===== src/rtl/fetch_queue.sv =====
// Decoupling FIFO between the IF and ID pipeline stages.
// Holds {pc, pc+1, prediction, instruction} entries; a flush empties it in one cycle.
module fetch_queue #(
    parameter int DEPTH = 4,
    parameter int AW    = 11,
    parameter int DW    = 32
) (
    input  logic                   w_clk,
    input  logic                   w_rst,
    input  logic                   w_flush,
    input  logic                   w_in_valid,
    output logic                   w_in_ready,
    input  logic [AW-1:0]          w_in_pc,
    input  logic [AW-1:0]          w_in_pc4,
    input  logic                   w_in_pr,
    input  logic [DW-1:0]          w_in_ir,
    output logic                   w_out_valid,
    input  logic                   w_out_ready,
    output logic [AW-1:0]          w_out_pc,
    output logic [AW-1:0]          w_out_pc4,
    output logic                   w_out_pr,
    output logic [DW-1:0]          w_out_ir,
    output logic [$clog2(DEPTH):0] w_count
);

    localparam int PW = $clog2(DEPTH);
    localparam int CW = PW + 1;
    localparam logic [DW-1:0] NOP_IR = DW'(32'h20);

    typedef struct packed {
        logic [AW-1:0] pc;
        logic [AW-1:0] pc4;
        logic          pr;
        logic [DW-1:0] ir;
    } entry_t;

    entry_t        mem_q [DEPTH];
    entry_t        head;
    logic [PW-1:0] wr_ptr_q, wr_ptr_d;
    logic [PW-1:0] rd_ptr_q, rd_ptr_d;
    logic [CW-1:0] count_q, count_d;
    logic          push;
    logic          pop;

    // The occupancy count alone decides full/empty; pointers never compared.
    assign w_in_ready  = (count_q != CW'(DEPTH));
    assign w_out_valid = (count_q != '0);
    assign w_count     = count_q;

    assign push = w_in_valid  && w_in_ready  && !w_flush;
    assign pop  = w_out_valid && w_out_ready && !w_flush;

    always_comb begin
        // NOTE: every always_comb output gets a default first so no latch is inferred.
        wr_ptr_d = wr_ptr_q;
        rd_ptr_d = rd_ptr_q;
        count_d  = count_q;
        if (w_flush) begin
            wr_ptr_d = '0;
            rd_ptr_d = '0;
            count_d  = '0;
        end else begin
            if (push) wr_ptr_d = wr_ptr_q + PW'(1);
            if (pop)  rd_ptr_d = rd_ptr_q + PW'(1);
            if (push && !pop)      count_d = count_q + CW'(1);
            else if (pop && !push) count_d = count_q - CW'(1);
        end
    end

    // NOTE: sequential state uses non-blocking assignments so all registers update together.
    always_ff @(posedge w_clk or posedge w_rst) begin
        if (w_rst) begin
            wr_ptr_q <= '0;
            rd_ptr_q <= '0;
            count_q  <= '0;
        end else begin
            wr_ptr_q <= wr_ptr_d;
            rd_ptr_q <= rd_ptr_d;
            count_q  <= count_d;
        end
    end

    // NOTE: entry storage has no reset; count gates every read, so stale data is never visible.
    always_ff @(posedge w_clk) begin
        if (push) begin
            mem_q[wr_ptr_q] <= '{pc: w_in_pc, pc4: w_in_pc4, pr: w_in_pr, ir: w_in_ir};
        end
    end

    assign head = mem_q[rd_ptr_q];

    always_comb begin
        w_out_pc  = '0;
        w_out_pc4 = '0;
        w_out_pr  = 1'b0;
        w_out_ir  = NOP_IR;
        if (w_out_valid) begin
            w_out_pc  = head.pc;
            w_out_pc4 = head.pc4;
            w_out_pr  = head.pr;
            w_out_ir  = head.ir;
        end
    end

endmodule


===== config.mk =====
export PLATFORM = sky130hd
export DESIGN_NAME = fetch_queue
export DESIGN_NICKNAME = d
export VERILOG_FILES = /design/src/rtl/fetch_queue.sv
export SDC_FILE = /design/constraint.sdc
export NUM_CORES = 1
export LEC_CHECK = 0
export CAP_MARGIN = 30
export CORE_MARGIN = 4
export CORE_UTILIZATION = 45
export CTS_CLUSTER_SIZE = 28
export DETAILED_ROUTE_END_ITERATION = 8
export MAX_ROUTING_LAYER = met4
export PLACE_DENSITY_LB_ADDON = 0.1
export SKIP_CTS_REPAIR_TIMING = 1
export SYNTH_ARGS = -nofsm -noshare
export SYNTH_HDL_FRONTEND = slang
export SYNTH_SLANG_ARGS = --single-unit

===== constraint.sdc =====
create_clock -name w_clk -period 4.6 [get_ports w_clk]
set_input_delay 0.46 -clock w_clk [delete_from_list [all_inputs] [get_ports w_clk]]
set_output_delay 0.46 -clock w_clk [all_outputs]
set_load 0.01 [all_outputs]

==> flow_metrics.tcl, run 1 <==
set metrics [dict create \
    r2r_start "w_count[0]" \
    antennaDiodeCount 0 \
    gp_congestion 0.737 \
    crit_buf_inv 2 \
    setup_viol 0 \
    num_vias 4247 \
    final.setup.tns_ns 0 \
    grt_overflow 0 \
    ys_async_sr_fraction_pct 3.08 \
    hold_ws_ns 0.197 \
    yosysWarningCount 0 \
    max_slew_margin_pct 42.9 \
    synth_top_cell_by_area "edfxtp_1" \
    final_hold_viol_count 0 \
    fmax_mhz 301 \
    critical-path-top-delay-family "buffers and inverters" \
    dieWidth_um 148 \
    min_period_ns 3.32 \
    fp.coreArea_um2 19400 \
    total_power_uw 6260 \
    syn_avg_cell_area_um2 21.4 \
    netlist_top_cells_area "edfxtp_1 75%, mux4_2 14%, nor2b_1 3.8%" \
    syn_nets 478 \
    ir_worst_vdd_mv 0.319 \
    start_util_pct 45.6 \
    ys.flop_type "edfxtp_1" \
    clock-root-buffer "clkbuf_16" \
    final_nets 609 \
    clk_pin_slew_ns 0.06 \
    crit_chain "buf_12, mux4_2, nor2b_1, clkdlybuf4s50_1" \
    maxCapViolCount 0 \
    synthTopCellsByCount "220 x edfxtp_1, 55 x mux4_2, 54 x nor2b_1" \
    crit_slowest_cell "dfrtp_4" \
    ys_seq_elements 227 \
    via_per_inst 5.15 \
    yosysSeqAreaShare_pct 76.6 \
    drc 0 \
    cp.depth 4 \
    die_h_um 148 \
    drive_gt1_share_pct 18.8 \
    p_per_area_nw_per_um2 563 \
    status "finished, final reports clean" \
    cts_tree "yes" \
    h-tree-depth 1 \
    max_stage_delay_ns 0.76 \
    rows 51 \
    syn_area_um2 8850 \
    routed_wl_mm 16.6 \
    final_cell_count_no_fill 825 \
    p_leak_uw 0.00355 \
    path_class "reg2out" \
    r2r_cells 4 \
    wire_per_inst_um 20.2 \
    critical_path.max_fanout 33 \
    clock_skew_ns 0.00732 \
    crit_path_end_kind "primary output" \
    grt_pass1_vias 4681 \
    antenna_found_initial 0 \
    clk_latency_ns 0.50 \
    critPathRequiredTime_ns 4.14 \
    start_kind "register" \
    ioPinCount 120 \
    grt_first_pass_wirelength_mm 26.2 \
    clock-sinks 227 \
    cts-buffers-inserted 24 \
    port_buffers 119 \
    grt_max_degree 34 \
    dieArea_um2 22000 \
    yosysTopAreaCellShare_pct 74.6 \
    synth_edf_count 220 \
    post-route-period-util_pct 72.2 \
    rsz0062_at_grt "no" \
    maxSlewViolCount 0 \
    place_hpwl_mm 9.98 \
    worstHoldPathType "in2async" \
    worst_slew_pin_slew_ns 0.856 \
    first_pass_iters 4 \
    antenna_left 0 \
    clockBufferDepth 3 \
    syn_inst 413 \
    area_growth_pct 25.6 \
    dp.cells 783 \
    synth.distinct_cells 34 \
    first_iter_violations 165 \
    yosysMostFrequentCell "edfxtp_1" \
    cp-startpoint "rd_ptr_q[0]" \
    arrival_ns 2.86 \
    grtUsageTotal_pct 15.9 \
]
[cell type report]
cell class / instances / area (um^2)
tap: 265 / 332
fill: 1491 / 8280
multi-input combinational: 153 / 1910
inverter: 10 / 37.5
timing repair buffer: 128 / 1320
clock inverter: 12 / 88.8
clock buffer: 30 / 644
sequential: 227 / 6790
[flip-flops by register name (all words and copies together) (netlist names)]
name,flops
mem_q,220
rd_ptr_q,2
wr_ptr_q,2
w_count,3
[per-stage QoR]
step	cell area [um^2]	util, %	setup slack, ns
floorplan	8850	-	1.77
global placement	10400	53.5	1.59
detailed placement	10400	53.5	1.55
CTS	11100	57.3	1.20
global route	11100	57.3	1.09
finish	11100	57.3	1.28
[path summary, 6_finish.rpt]
| check | end | slack [ns] |
|---|---|---|
| min | rd_ptr_q[0] | 0.20 |
| max | w_out_ir[20] | 1.28 |
| min in group w_clk | mem_q[2][46] | 0.59 |
| min reg2reg | wr_ptr_q[0] | 0.60 |
| max reg2reg | mem_q[1][32] | 2.14 |
| max in group asynchronous | rd_ptr_q[0] | 4.15 |
[cells by family after synthesis]
kind of cell               Yosys count  synth area share, %
and+or+nand+nor                     73                 4.95
buffers and inverters               33                 1.95
AOI/OAI and AO/OA                   16                 1.30
adders and majority gates            5                0.791
DFF                                227                 76.6
xor gates and xnor gates             2                0.198
muxes                               57                 14.2
[layout by cell type (no fill, tap or decap), types with 2 or more instances in the layout]
| master | synthesis | layout |
|---|---|---|
| edfxtp_1 | 220 | 220 |
| clkdlybuf4s50_1 | 0 | 119 |
| mux4_2 | 55 | 55 |
| nor2b_1 | 54 | 54 |
| clkbuf_16 | 0 | 25 |
| inv_1 | 10 | 10 |
| nor2_1 | 7 | 7 |
| clkbuf_1 | 7 | 5 |
| clkinv_2 | 0 | 5 |
| buf_12 | 0 | 5 |
| dfrtp_1 | 7 | 5 |
| and2_2 | 0 | 4 |
| ha_1 | 4 | 4 |
| clkinv_1 | 0 | 4 |
| buf_4 | 2 | 4 |
| o21ai_0 | 3 | 3 |
| o31ai_1 | 2 | 2 |
| xor2_1 | 2 | 2 |
| nand3_1 | 2 | 2 |
| a21oi_1 | 2 | 2 |
[power by group]
part           switching (uW)  leakage, uW  internal, uW
clock network             728     0.000360          1050
logic                     844      0.00110          1110
registers                 135      0.00209          2400
total                    1710      0.00355          4550
[per-layer routing]
layer | wire length (um) | vias up | track usage [%] | share of wire [%]
met5 | 0 | - | - | 0
met3 | 906 | 25 | 3.20 | 5.4
met2 | 8490 | 111 | 26.7 | 51
met4 | 296 | 0 | 4.30 | 1.8
li1 | - | 1921 | - | -
met1 | 6930 | 2190 | 20.1 | 42
[worst reg2reg max path, stage by stage, from the launching register on]
cell	delay, ns
dfrtp_1	0.56
nor3b_1	0.15
nor3_1	0.35
and2_2	0.76
buf_12	0.31
Power figures use the tool's default switching activity.
==> run 2, diff against run 1 <==
==> constraint.sdc (replaced) <==
create_clock -name w_clk -period 2.8 [get_ports w_clk]
set_input_delay 0.28 -clock w_clk [delete_from_list [all_inputs] [get_ports w_clk]]
set_output_delay 0.28 -clock w_clk [all_outputs]
set_load 0.01 [all_outputs]
==> flow_metrics.tcl, run 2 (synthesis gave the netlist of run 1 again) <==
set metrics [dict create \
    path_class "reg2out" \
    ioPinCount 120 \
    worst_slew_pin_slew_ns 0.417 \
    final_nets 620 \
    final_cell_count_no_fill 839 \
    critical-path-top-delay-family "buffers and inverters" \
    clock-root-buffer "clkbuf_16" \
    hold_ws_ns 0.0166 \
    clk_latency_ns 0.51 \
    rsz0062_at_grt "yes" \
    status "finished, final reports clean" \
    grt_max_degree 43 \
    maxCapViolCount 0 \
    grt_first_pass_wirelength_mm 26.0 \
    arrival_ns 2.43 \
    dieWidth_um 148 \
    cts-buffers-inserted 24 \
    rows 51 \
    crit_buf_inv 2 \
    fmax_mhz 370 \
    h-tree-depth 1 \
    antenna_left 0 \
    area_growth_pct 28.4 \
    p_leak_uw 0.00368 \
    gp_congestion 0.690 \
    die_h_um 148 \
    first_iter_violations 199 \
    start_util_pct 45.6 \
    layout_common_cells "220 x edfxtp_1, 119 x clkdlybuf4s50_1, 55 x mux4_2" \
    min_period_ns 2.71 \
    fin_ws_ns 0.0949 \
    max_stage_delay_ns 0.51 \
    grt_overflow 0 \
    num_vias 4289 \
    drc 0 \
    drive_gt1_share_pct 21.6 \
    setup_viol 0 \
    crit_path_end_kind "primary output" \
    max_slew_margin_pct 72.0 \
    crit_chain "buf_4, mux4_2, or2_1, clkdlybuf4s50_1" \
    final_common_cell "edfxtp_1" \
    start_kind "register" \
    top_register "mem_q" \
    fp.coreArea_um2 19400 \
    routed_wl_mm 16.8 \
    maxSlewViolCount 0 \
    worstHoldPathType "in2async" \
    antenna_found_initial 1 \
    clock-sinks 227 \
    grtUsageTotal_pct 15.8 \
    first_pass_iters 5 \
    critical_path.max_fanout 7 \
    clk_pin_slew_ns 0.06 \
    via_per_inst 5.11 \
    post-route-period-util_pct 96.6 \
    grt_pass1_vias 4645 \
    clockBufferDepth 3 \
    crit_slowest_cell "dfrtp_4" \
    cts_tree "yes" \
    port_buffers 119 \
    ir_worst_vdd_mv 0.543 \
    critPathRequiredTime_ns 2.52 \
    dieArea_um2 22000 \
    dp_slack_ns 0.349 \
    clock_skew_ns 0.00495 \
    place_hpwl_mm 10.3 \
    dp.cells 792 \
    fillers 1447 \
    final_hold_viol_count 0 \
    p_per_area_nw_per_um2 952 \
    wire_per_inst_um 20.0 \
    largest_reg_flops 220 \
]
[run 2: cell types whose count changed in the layout (fill, tap and decap cells not counted), sizes merged]
cell | before | now
buf | 9 | 20
bufinv | 1 | 5
clkbuf | 30 | 25
clkinv | 9 | 12
diode | 0 | 1
[run 2: report_power, final]
part	switching (uW)	internal, uW	leakage, uW
clock	1250	2040	0.000418
sequential	119	3940	0.00209
combinational	1520	1950	0.00118
[run 2: final timing paths]
check | startpoint | end | slack [ns] | depth (start not counted)
max | rd_ptr_q[0] | w_out_ir[5] | 0.09 | 4
min | w_rst | w_count[0] | 0.02 | 2
max reg2reg | w_count[2] | w_count[2] | 0.36 | 7
min reg2reg | wr_ptr_q[1] | wr_ptr_q[1] | 0.61 | 2
max in group asynchronous | w_rst | rd_ptr_q[0] | 2.53 | 2
min in group w_clk | w_in_ir[21] | mem_q[0][21] | 0.40 | 1
[run 2: per-layer routing]
| layer | wire length [um] | GRT usage, % | vias up |
|---|---|---|---|
| met2 | 8410 | 26.1 | 121 |
| li1 | - | - | 1948 |
| met3 | 890 | 2.96 | 22 |
| met1 | 7130 | 20.3 | 2198 |
| met4 | 367 | 4.71 | 0 |
| met5 | 0 | - | - |
[run 2: metrics by stage]
step	total power, uW	TNS (ns)	area [um^2]	utilization (%)
after floorplan	5950	0	8850	-
after global placement	7650	0	10500	54.2
after CTS	11000	-0.585	11300	58.5
after global routing	11400	-0.0297	11400	58.6
after detailed placement	7660	0	10500	54.2
final	10800	0	11400	58.6
[run 2: cell type report]
type | instances | area, um^2 | share of cell area, %
clock inverters | 19 | 239 | 2.10
inverters | 10 | 37.5 | 0.330
flip-flops and latches | 227 | 6790 | 59.7
well taps | 265 | 332 | 2.92
diodes | 1 | 2.50 | 0.0220
clock buffers | 25 | 604 | 5.32
multi-input cells | 153 | 1910 | 16.8
repair buffers | 139 | 1450 | 12.8
==> run 3, diff against run 2 <==
--- a/config.mk
+++ b/config.mk
@@ -11,7 +11,7 @@
 export CTS_CLUSTER_SIZE = 28
 export DETAILED_ROUTE_END_ITERATION = 8
 export MAX_ROUTING_LAYER = met4
-export PLACE_DENSITY_LB_ADDON = 0.1
+export PLACE_DENSITY = 0.74
 export SKIP_CTS_REPAIR_TIMING = 1
 export SYNTH_ARGS = -nofsm -noshare
 export SYNTH_HDL_FRONTEND = slang
==> flow_metrics.tcl, run 3 (synthesis gave the netlist of run 1 again) <==
set metrics [dict create \
    status "finished, final reports clean" \
    clk_latency_ns 0.49 \
    clock-sinks 227 \
    start_util_pct 45.6 \
    maxSlewViolCount 0 \
    area_growth_pct 27.4 \
    clk_pin_slew_ns 0.06 \
    gr-usage-met3_pct 3.47 \
    fmax_mhz 369 \
    fin_ws_ns 0.0876 \
    max_slew_margin_pct 51.8 \
    final.setup.tns_ns 0 \
    port_buffers 119 \
    path_class "reg2out" \
    min_period_ns 2.71 \
    critical_path.max_fanout 8 \
    grt_overflow 0 \
    worstHoldPathType "in2async" \
    critPathCapture "w_out_ir[5]" \
    fp.coreArea_um2 19400 \
    p_sw_uw 2820 \
    final_common_cell "edfxtp_1" \
    ioPinCount 120 \
    regToRegSetupSlack_ns 0.27 \
    dp_slack_ns 0.116 \
    cts_tree "yes" \
    routed_wl_mm 17.0 \
    antennaDiodeCount 0 \
    r2r_start "w_count[1]" \
    antenna_found_initial 0 \
    pwr-share-comb_pct 33.0 \
    antenna_left 0 \
    maxCapViolCount 0 \
    p_sw_share_pct 26.9 \
    r2r-end "w_count[2]" \
    dieArea_um2 22000 \
    p_clk_share_pct 28.1 \
    arrival_ns 2.43 \
    die_h_um 148 \
    via_per_inst 5.21 \
    p_per_area_nw_per_um2 929 \
    first_iter_violations 228 \
    grt_most_used_layer "met2" \
    top_register "mem_q" \
    drc 0 \
    largest_reg_flops 220 \
    use_met1_pct 22.6 \
    seqPwrFrac_pct 38.9 \
    cts-buffers-inserted 23 \
    gp_congestion 0.771 \
    wire_per_inst_um 20.4 \
    setup_viol 0 \
    post-route-period-util_pct 96.9 \
    clock_skew_ns 0.0139 \
    grt_max_degree 57 \
    grtUsageTotal_pct 16.2 \
    drive_gt1_share_pct 21.0 \
    critPathRequiredTime_ns 2.52 \
    first_pass_iters 4 \
    num_vias 4341 \
    crit_path_end_kind "primary output" \
    hold_ws_ns 0.0239 \
    layout_common_cells "220 x edfxtp_1, 119 x clkdlybuf4s50_1, 55 x mux4_2" \
    start_kind "register" \
    clockBufferDepth 3 \
    place_hpwl_mm 10.8 \
    clock-root-buffer "clkbuf_16" \
    worst_slew_pin_slew_ns 0.717 \
    grt_pass1_vias 4723 \
    cp-startpoint "rd_ptr_q[0]" \
    r2r_cells 7 \
    h-tree-depth 1 \
    p_leak_uw 0.00364 \
    final_hold_viol_count 0 \
    rows 51 \
    p_int_uw 7660 \
    grt_first_pass_wirelength_mm 26.7 \
    final_nets 619 \
    ir_worst_vdd_mv 0.734 \
    dieWidth_um 148 \
    grt_use_met2_pct 25.2 \
]
-- run 3: cell type report --
type,instances,area (um^2)
Clock inverter,15,154
Timing Repair Buffer,139,1470
Multi-Input combinational cell,153,1920
Inverter,10,37.5
Clock buffer,24,579
Fill cell,1421,8120
Tap cell,265,332
Sequential cell,227,6790
-- run 3: worst min-delay path by stage --
stage / endpoint / cells after the start
after floorplan: rd_ptr_q[0] / 1
after CTS: w_count[1] / 2
after detailed placement: w_count[0] / 2
final: w_count[1] / 2
after global routing: rd_ptr_q[1] / 2
after global placement: w_count[0] / 2
-- run 3: metal layers --
layer | up-vias | wire length [um]
met5 | - | 0
met4 | 0 | 218
met3 | 24 | 1130
met2 | 130 | 8290
met1 | 2250 | 7380
li1 | 1937 | -
-- run 3: metrics by stage --
stage	util, %	cells	power, uW	instance area, um^2
finish	58.1	833	10500	11300
global route	58.1	833	11000	11300
CTS	57.9	828	10600	11200
detailed placement	54.1	789	7610	10500
global placement	54.1	789	7560	10500
floorplan	-	413	5950	8850
-- run 3: power groups by stage --
stage	combinational [uW]	sequential (uW)	clock (uW)
final	3460	4080	2940
after global placement	3390	4170	0
after global routing	3750	4100	3180
after detailed placement	3430	4180	0
after floorplan	1890	4070	0
after CTS	3450	4110	3000
-- run 3: worst max-delay path: stages, from the launching register on --
cell             delay [ns]
dfrtp_4                0.51
buf_6                  0.19
mux4_2                 0.52
or2_1                  0.23
clkdlybuf4s50_1        0.49
